[src/rtl/cr_prefix_ob_fifo_if.sv]
// AXI4-stream beat bundle shared by the inbound and outbound sides of the prefix output buffer.
// master drives the beat and valid, slave returns ready.
interface cr_prefix_ob_fifo_if #(
  parameter int DATA_W = 64,
  parameter int USER_W = 8
);
  logic                  tvalid;
  logic                  tready;
  logic                  tlast;
  logic                  tid;
  logic [DATA_W/8-1:0]   tstrb;
  logic [USER_W-1:0]     tuser;
  logic [DATA_W-1:0]     tdata;

  modport master (
    output tvalid, tlast, tid, tstrb, tuser, tdata,
    input  tready
  );

  modport slave (
    input  tvalid, tlast, tid, tstrb, tuser, tdata,
    output tready
  );
endinterface

[src/rtl/cr_prefix_ob_fifo.sv]
// Elastic output buffer behind the prefix stage: register-array FIFO with frame accounting,
// store-and-forward gating (PASS/HOLD/FORCE), synchronous flush and registered stat pulses.
module cr_prefix_ob_fifo #(
  parameter int DEPTH  = 8,
  parameter int DATA_W = 64,
  parameter int USER_W = 8
) (
  input  logic                         clk,
  input  logic                         rst,
  cr_prefix_ob_fifo_if.slave           ib,
  cr_prefix_ob_fifo_if.master          ob,
  input  logic                         cfg_sf_mode,
  input  logic                         flush,
  output logic [$clog2(DEPTH+1)-1:0]   level,
  output logic [$clog2(DEPTH+1)-1:0]   frames_held,
  output logic                         stat_frame_in,
  output logic                         stat_frame_out,
  output logic                         stat_ob_stall,
  output logic                         stat_sf_overrun
);

  localparam int PTR_W  = $clog2(DEPTH);
  localparam int LVL_W  = $clog2(DEPTH+1);
  localparam int STRB_W = DATA_W / 8;
  localparam int ENT_W  = 2 + STRB_W + USER_W + DATA_W;

  typedef enum logic [1:0] {
    ST_PASS  = 2'd0,
    ST_HOLD  = 2'd1,
    ST_FORCE = 2'd2
  } gate_e;

  gate_e              state, state_nxt;
  logic [ENT_W-1:0]   mem [DEPTH];
  logic [PTR_W-1:0]   wr_ptr, rd_ptr;
  logic [LVL_W-1:0]   level_nxt, frames_nxt;
  logic               sf_q, sf_nxt;
  logic               head_sof, head_sof_nxt;
  logic               push, pop, stall, head_last, fr_in, fr_out;
  logic [ENT_W-1:0]   head_ent;

  // FORCE is only reachable from HOLD, when a frame has filled the buffer without its tlast.
  function automatic gate_e gate_rule(input logic sf, input logic [LVL_W-1:0] frames,
                                      input logic [LVL_W-1:0] lvl, input logic from_hold);
    if (!sf || frames != '0)
      return ST_PASS;
    else if (from_hold && lvl == LVL_W'(DEPTH))
      return ST_FORCE;
    else
      return ST_HOLD;
  endfunction

  assign head_ent  = mem[rd_ptr];
  assign head_last = head_ent[ENT_W-1];

  assign ib.tready = ~rst & ~flush & (level < LVL_W'(DEPTH));
  assign ob.tvalid = (level != '0) & (state != ST_HOLD);
  assign push      = ib.tvalid & ib.tready;
  assign pop       = ob.tvalid & ob.tready;
  assign stall     = ob.tvalid & ~ob.tready;
  assign fr_in     = push & ib.tlast;
  assign fr_out    = pop & head_last;

  // Fields are zeroed while not valid so reset/flush never expose stale storage.
  assign {ob.tlast, ob.tid, ob.tstrb, ob.tuser, ob.tdata} = ob.tvalid ? head_ent : '0;

  always_comb begin
    state_nxt    = state;
    sf_nxt       = sf_q;
    head_sof_nxt = head_sof;
    level_nxt    = level;
    frames_nxt   = frames_held;
    if (flush) begin
      level_nxt    = '0;
      frames_nxt   = '0;
      head_sof_nxt = 1'b1;
      sf_nxt       = cfg_sf_mode;
      state_nxt    = cfg_sf_mode ? ST_HOLD : ST_PASS;
    end else begin
      case ({push, pop})
        2'b10:   level_nxt = level + LVL_W'(1);
        2'b01:   level_nxt = level - LVL_W'(1);
        default: level_nxt = level;
      endcase
      if (fr_in && !fr_out)
        frames_nxt = frames_held + LVL_W'(1);
      else if (!fr_in && fr_out)
        frames_nxt = frames_held - LVL_W'(1);
      if (pop)
        head_sof_nxt = head_last;
      // A presented-but-stalled beat freezes the gate so ob_tvalid cannot retract.
      if (!stall) begin
        if (head_sof_nxt)
          sf_nxt = cfg_sf_mode;
        case (state)
          ST_FORCE: if (fr_out) state_nxt = gate_rule(sf_nxt, frames_nxt, level_nxt, 1'b0);
          ST_HOLD:  state_nxt = gate_rule(sf_nxt, frames_nxt, level_nxt, 1'b1);
          default:  state_nxt = gate_rule(sf_nxt, frames_nxt, level_nxt, 1'b0);
        endcase
      end
    end
  end

  always_ff @(posedge clk or posedge rst) begin
    if (rst) begin
      state           <= ST_PASS;
      sf_q            <= 1'b0;
      head_sof        <= 1'b1;
      level           <= '0;
      frames_held     <= '0;
      wr_ptr          <= '0;
      rd_ptr          <= '0;
      stat_frame_in   <= 1'b0;
      stat_frame_out  <= 1'b0;
      stat_ob_stall   <= 1'b0;
      stat_sf_overrun <= 1'b0;
    end else begin
      state       <= state_nxt;
      sf_q        <= sf_nxt;
      head_sof    <= head_sof_nxt;
      level       <= level_nxt;
      frames_held <= frames_nxt;
      if (flush) begin
        wr_ptr <= '0;
        rd_ptr <= '0;
      end else begin
        if (push) wr_ptr <= wr_ptr + PTR_W'(1);
        if (pop)  rd_ptr <= rd_ptr + PTR_W'(1);
      end
      stat_frame_in   <= fr_in & ~flush;
      stat_frame_out  <= fr_out & ~flush;
      stat_ob_stall   <= stall & ~flush;
      stat_sf_overrun <= ~flush & (state != ST_FORCE) & (state_nxt == ST_FORCE);
    end
  end

  always_ff @(posedge clk) begin
    if (push)
      mem[wr_ptr] <= {ib.tlast, ib.tid, ib.tstrb, ib.tuser, ib.tdata};
  end

endmodule

[src/flat_wrapper.sv]
// flat-port wrapper written by rule: the top's interface ports become plain ports
module cr_prefix_ob_fifo_flat 
#(
  parameter int DEPTH  = 8,
  parameter int DATA_W = 64,
  parameter int USER_W = 8
)
  (clk, rst, cfg_sf_mode, flush, level, frames_held, stat_frame_in, stat_frame_out, stat_ob_stall, stat_sf_overrun, ib_tvalid, ib_tlast, ib_tid, ib_tstrb, ib_tuser, ib_tdata, ib_tready, ob_tvalid, ob_tlast, ob_tid, ob_tstrb, ob_tuser, ob_tdata, ob_tready);
  cr_prefix_ob_fifo_if #(.DATA_W(DATA_W), .USER_W(USER_W)) ib_i ();
  cr_prefix_ob_fifo_if #(.DATA_W(DATA_W), .USER_W(USER_W)) ob_i ();
  input  logic clk;
  input  logic rst;
  input  logic cfg_sf_mode;
  input  logic flush;
  output logic [$clog2(DEPTH+1)-1:0] level;
  output logic [$clog2(DEPTH+1)-1:0] frames_held;
  output logic stat_frame_in;
  output logic stat_frame_out;
  output logic stat_ob_stall;
  output logic stat_sf_overrun;
  input wire logic [$bits(ib_i.tvalid)-1:0] ib_tvalid;
  input wire logic [$bits(ib_i.tlast)-1:0] ib_tlast;
  input wire logic [$bits(ib_i.tid)-1:0] ib_tid;
  input wire logic [$bits(ib_i.tstrb)-1:0] ib_tstrb;
  input wire logic [$bits(ib_i.tuser)-1:0] ib_tuser;
  input wire logic [$bits(ib_i.tdata)-1:0] ib_tdata;
  output wire logic [$bits(ib_i.tready)-1:0] ib_tready;
  output wire logic [$bits(ob_i.tvalid)-1:0] ob_tvalid;
  output wire logic [$bits(ob_i.tlast)-1:0] ob_tlast;
  output wire logic [$bits(ob_i.tid)-1:0] ob_tid;
  output wire logic [$bits(ob_i.tstrb)-1:0] ob_tstrb;
  output wire logic [$bits(ob_i.tuser)-1:0] ob_tuser;
  output wire logic [$bits(ob_i.tdata)-1:0] ob_tdata;
  input wire logic [$bits(ob_i.tready)-1:0] ob_tready;
  assign ib_i.tvalid = ib_tvalid;
  assign ib_i.tlast = ib_tlast;
  assign ib_i.tid = ib_tid;
  assign ib_i.tstrb = ib_tstrb;
  assign ib_i.tuser = ib_tuser;
  assign ib_i.tdata = ib_tdata;
  assign ib_tready = ib_i.tready;
  assign ob_tvalid = ob_i.tvalid;
  assign ob_tlast = ob_i.tlast;
  assign ob_tid = ob_i.tid;
  assign ob_tstrb = ob_i.tstrb;
  assign ob_tuser = ob_i.tuser;
  assign ob_tdata = ob_i.tdata;
  assign ob_i.tready = ob_tready;
  cr_prefix_ob_fifo #(.DEPTH(DEPTH), .DATA_W(DATA_W), .USER_W(USER_W)) u_core (.clk(clk), .rst(rst), .ib(ib_i), .ob(ob_i), .cfg_sf_mode(cfg_sf_mode), .flush(flush), .level(level), .frames_held(frames_held), .stat_frame_in(stat_frame_in), .stat_frame_out(stat_frame_out), .stat_ob_stall(stat_ob_stall), .stat_sf_overrun(stat_sf_overrun));
endmodule
[config.mk]
export PLATFORM = sky130hd
export DESIGN_NAME = cr_prefix_ob_fifo_flat
export DESIGN_NICKNAME = d
export VERILOG_FILES = /design/src/rtl/cr_prefix_ob_fifo_if.sv /design/src/rtl/cr_prefix_ob_fifo.sv /design/src/flat_wrapper.sv
export SDC_FILE = /design/constraint.sdc
export NUM_CORES = 1
export LEC_CHECK = 0
export CAP_MARGIN = 5
export CORE_UTILIZATION = 60
export CTS_BUF_LIST = sky130_fd_sc_hd__clkbuf_16
export DETAILED_ROUTE_END_ITERATION = 6
export PLACE_DENSITY = 0.78
export SLEW_MARGIN = 20
export SYNTH_ARGS = -nofsm -noshare
export SYNTH_HDL_FRONTEND = slang
export SYNTH_SLANG_ARGS = --single-unit
[constraint.sdc]
create_clock -name clk -period 17.2 [get_ports clk]
set_input_delay 1.72 -clock clk [delete_from_list [all_inputs] [get_ports clk]]
set_output_delay 1.72 -clock clk [all_outputs]
set_load 0.03 [all_outputs]
## Word level (Yosys, flattened, before mapping)

Memories as Yosys holds them, arrays and structs flattened.
Index checks and enable logic that the tools add are counted.

| operators by class | value |
|---|---|
| $add $sub $neg | 6 |
| order comparisons | 1 |
| eq/ne operators | 9 |
| mux-type cells | 30 |
| bitwise gates (word level) | 16 |
| reductions and logical operators | 10 |

Operators by type and width:

| operator | count |
|---|---|
| 82-bit 2-to-1 mux | 1 |
| 4-bit 2-to-1 mux | 6 |
| 1-bit AND | 13 |
| 1-bit 2-to-1 mux | 12 |
| 3-bit 2-to-1 mux | 4 |
| 2-bit 2-to-1 mux | 5 |
| 4-bit by 1-bit adder with 4-bit output (second input constant) | 2 |
| 4-bit one-hot mux with 2 select lines | 1 |
| 4-bit nonzero test | 2 |
| 4-bit by 1-bit subtractor with 4-bit output (second input constant) | 2 |
| 3-bit by 1-bit adder with 3-bit output (second input constant) | 2 |
| 2-bit equality test (second input constant) | 3 |
| 2-bit by 1-bit equality test with 1-bit output (second input constant) | 2 |
| 4-bit equality test (second input constant) | 1 |
| 4-bit less-than comparator (second input constant) | 1 |
| 2-bit != test (second input constant) | 2 |
| 2-bit one-hot mux with 2 select lines | 1 |
| 2-bit nonzero test | 2 |
| 1-bit logical NOT | 3 |
| 1-bit NOT | 3 |
| 1-bit logical AND | 2 |
| 2-bit by 1-bit != test with 1-bit output (second input constant) | 1 |
| 1-bit logical OR | 1 |

| storage, ports and cells | value |
|---|---|
| register bits | 22 |
| memory bits (writable) | 656 |
| input bits | 88 |
| output and inout bits | 96 |
| word-level logic and storage cells | 84 |
| memories kept | 1 |

Memory list:

| name | words | width | rd ports | clocked after memory_dff | write ports | line | source |
|---|---|---|---|---|---|---|---|
| u_core.mem | 8 | 82 | 1 | 0 | 1 | cr_prefix_ob_fifo.sv:34 | `logic [ENT_W-1:0] mem [DEPTH];` |

## Logic depth before layout (Yosys ltp)

| logic depth | value |
|---|---|
| depth after elaboration | 19 |
| gate-level depth with buffers | 15 |
| mapped depth without buffers | 15 |

## Least setup slack after synthesis

OpenSTA, ideal clock, no wires.

| timing path | value |
|---|---|
| kind | input-to-reg |
| start | input rst |
| end | memory u_core.mem[0][0] (netlist bit) (enable) |
| library setup time | 0.623 ns |
| arrival | 7.857 ns |
| setup slack | 8.720 ns |
| stages | 3 |
| cells stage by stage | nor4b_4 nand2b_1 nor3_1 |

| on the way | value |
|---|---|
| word-level cells in the longest chain between the ends | 6 |

Ends and longest elaborated chain:

| what | line | source |
|---|---|---|
| from (decl) | flat_wrapper.sv:12 | `input logic rst;` |
| 1-bit NOT | cr_prefix_ob_fifo.sv:56 | `assign ib.tready = ~rst & ~flush & (level < LVL_W'(DEPTH));` |
| 1-bit AND (2 in a row) | cr_prefix_ob_fifo.sv:56 |  |
| 1-bit AND | cr_prefix_ob_fifo.sv:58 | `assign push = ib.tvalid & ib.tready;` |
| 1-bit 2-to-1 mux | cr_prefix_ob_fifo.sv:138 | `if (push)` |
| 1-bit 2-to-1 mux (not written as such) | cr_prefix_ob_fifo.sv:139 | `mem[wr_ptr] <= {ib.tlast, ib.tid, ib.tstrb, ib.tuser, ib.tdata};` |
| to (decl) | cr_prefix_ob_fifo.sv:34 |  |

Every way passes these cells.

## Worst setup path in the final report

| timing path | value |
|---|---|
| start | register u_core.rd_ptr[0] |
| end | output ob_tdata[42] |

| on the way | value |
|---|---|
| word-level cells in the longest chain between the ends | 2 |

Ends and longest elaborated chain:

| what | line | source |
|---|---|---|
| from (decl) | cr_prefix_ob_fifo.sv:35 | `logic [PTR_W-1:0] wr_ptr, rd_ptr;` |
| from (signal assigned) | cr_prefix_ob_fifo.sv:128 | `if (pop) rd_ptr <= rd_ptr + PTR_W'(1);` |
| memory read 8 x 82 bit | -- |  |
| 82-bit 2-to-1 mux | cr_prefix_ob_fifo.sv:65 | `assign {ob.tlast, ob.tid, ob.tstrb, ob.tuser, ob.tdata} = ob.tvalid ? head_ent : '0;` |
| to (decl) | flat_wrapper.sv:33 | `output wire logic [$bits(ob_i.tdata)-1:0] ob_tdata;` |

Every way passes these cells.

==> results.cfg <==
[sta]
hold_viol = 0
rsz0062_at_grt = no
finalSetupViolations = 0
max_freq_ghz = 0.156
finalSetupTns_ns = 0
post-route-period-util_pct = 37.3
fin_ws_ns = 10.79
worstMarginPinSlew_ns = 1.13
report.final.slew_viol_count = 0
period_minus_slack_ns = 6.41
maxSlewHeadroom_pct = 24.9
clock_skew_ns = 0.0236

[critical_path]
endpoint_kind = primary output
crit_family = buffers and inverters
cp_common_cell = buf_4
crit_end = ob_tdata[42]
cp-start-kind = flop
path_depth = 6
worstSetupPathType = flop to primary output
max_stage_delay_ns = 0.89
crit_slowest_cell = dfrtp_4
worstPathArrival_ns = 4.69
reg2reg_to = u_core.stat_sf_overrun
crit_chain = buf_4 -> buf_4 -> mux4_2 -> mux2i_1 -> nor2_1 -> clkdlybuf4s50_1
crit-reg2reg-launch = u_core.level[3]
r2r_slack_ns = 13.77
crit_fanout = 48
critPathLaunch = u_core.rd_ptr[0]
reg2regPathDepth = 9
cp.required_ns = 15.48
critical_path_buf_inv_count = 3

[power]
p_leak_nw = 9.52
power.share.clock_pct = 40.5
p_seq_share_pct = 53.3
switching_share_pct = 20.5
pwr-share-comb_pct = 6.2
p_per_area_nw_per_um2 = 112
intPower_mw = 2.74
peakVddDrop_uv = 97.3
p_sw_mw = 0.706

[clock_tree]
ctsResizeCount = 0
h-tree-depth = 3
cts-buffers-inserted = 67
cts-root-buf = clkbuf_16
cts_tree = done
clkTransAtPathRegs_ns = 0.06
cts_sinks = 678
clock_latency_ns = 0.58
post_cts_buffers = 0
postCtsHoldBufs = 0
clock_path_buffers = 3

[synth]
yosysWarningCount = 0
netlist_area_um2 = 26200
synth.yosys.seq_area_share_pct = 77.4
yosysMostFrequentCell = edfxtp_1
syn_nets = 1290
syn_area_per_cell_um2 = 21.9
ys.flop_type = edfxtp_1
synth_common_cells = edfxtp_1, mux4_2, nor2_1
yosysTopAreaCellShare_pct = 75.3
synth_edf_count = 656
synthCells = 1193
synth_area_leaders = edfxtp_1, mux4_2, mux2i_1
ys_ff_latch = 678
yosysUniqueCellTypes = 42
async_reset_ff_share_pct = 3.24
synth_top_cell_by_area = edfxtp_1

[global_route]
antenna_found_initial = 4
grt_pass1_vias = 13000
grt_pass1_wl_mm = 78.4
grt_usage_pct = 24.2
overflow = 0
grt_max_degree = 74

[detailed_routing]
vias_per_cell = 6.06
vias = 12400
wl_mm = 52.1
wl_per_cell_um = 25.5
ant_nets = 0
drc_errors = 0
first_pass_iters = 5
drt-initial-drc-count = 1022

[place]
post-dp-hpwl_mm = 27.1
place.gp.congestion = 0.738
place_ws_ns = 11.19
port-buffer-count = 183

[die]
start_util_pct = 60.7
pin_count = 184
core_area_um2 = 43100
die_width_um = 211
die_area_um2 = 44400
die_h_um = 211
core.rowCount = 76

[final_layout]
finish.utilization_pct = 71.5
n_fill_cell = 2500
final-seq-area_um2 = 20300
multi_input_area_um2 = 5680
layout-drive-gt1-share_pct = 20.1
area_growth_pct = 17.8
nets = 1504

[flow_run]
drv_cap = 0

[outcome]
status = finished, final reports clean

[hold_path]
min_path_type = flop to flop
whs_path_depth = 1
cell families (layout without fill, tap and decap cells):
group           after synthesis  count (layout)  share of synthesized area (%)
flops                       678             678                           77.4
mux                         254             254                           17.5
simple gates                149             149                           2.59
buf+inv                      70             332                           1.10
compound gates               19              19                          0.483
xor+xnor                     12              12                          0.402
fa+ha+maj                    11              11                          0.512
other cells                   0               3                              0
layout make-up:
type	count	area share (%)
antenna	3	0.0244
sequential	678	65.7
multi-input combinational	445	18.4
tap	585	2.38
clock inverter	46	1.05
clock buffer	71	5.77
timing repair buffer	206	6.50
inverter	9	0.110
per-stage QoR:
step / hold WS (ns) / power [mW] / area, µm² / cells
final: 0.545 / 3.44 / 30800 / 2043
after floorplan: 0.475 / 1.99 / 26200 / 1193
after global placement: 0.485 / 2.08 / 28700 / 1923
after global routing: 0.547 / 3.54 / 30800 / 2041
after detailed placement: 0.514 / 2.08 / 28700 / 1923
after CTS: 0.524 / 3.47 / 30800 / 2040
power groups by stage:
stage          sequential [mW]  combinational (mW)  clock, mW
6_report                  1.83               0.215       1.39
5_1_grt                   1.83               0.230       1.48
4_1_cts                   1.83               0.218       1.42
3_5_place_dp              1.87               0.216          0
3_3_place_gp              1.87               0.212          0
2_1_floorplan             1.87               0.125          0
worst min-delay path by stage:
| stage | from | endpoint | slack (ns) |
|---|---|---|---|
| final | u_core.sf_q | u_core.sf_q | 0.54 |
| after global routing | u_core.sf_q | u_core.sf_q | 0.55 |
| after CTS | u_core.sf_q | u_core.sf_q | 0.52 |
| after detailed placement | u_core.sf_q | u_core.sf_q | 0.51 |
| after global placement | u_core.sf_q | u_core.sf_q | 0.49 |
| after floorplan | u_core.sf_q | u_core.sf_q | 0.47 |
cells in the final DEF, fill, tap and decap left out, types with 2 or more instances in the layout:
cell type,n
nor3_1,3
xnor2_1,7
bufinv_16,5
edfxtp_1,656
clkinv_1,19
nand4_1,3
xor2_1,5
nand2_1,14
nand2b_1,7
mux2i_1,89
nor3_2,2
nor2_4,7
dfrtp_1,18
buf_4,23
a211o_1,3
dfrtp_4,3
nor2_1,100
o21ai_0,7
clkdlybuf4s50_1,183
ha_1,9
clkbuf_16,71
inv_1,21
nor2b_1,2
mux4_2,162
clkinv_2,8
diode_2,3
a21oi_1,5
mux2_2,2
sequential cells by signal (all words and copies together), names as in the netlist:
signal and cells:
u_core.frames_held 4, u_core.head_sof 1, u_core.level 4, u_core.mem 656
u_core.rd_ptr 3, u_core.sf_q 1, u_core.stat_frame_in 1, u_core.stat_frame_out 1
u_core.stat_ob_stall 1, u_core.stat_sf_overrun 1, u_core.state 2, u_core.wr_ptr 3
metal layers:
metal / wire length [µm] / part of all wire (%) / global-route usage, %
met1: 21300 / 41 / 33.1
met2: 26300 / 51 / 39.9
met3: 3290 / 6.3 / 4.50
met4: 1130 / 2.2 / 8.52
met5: 13 / 0.025 / 0
Note: power is estimated with default switching activity, not from simulation.
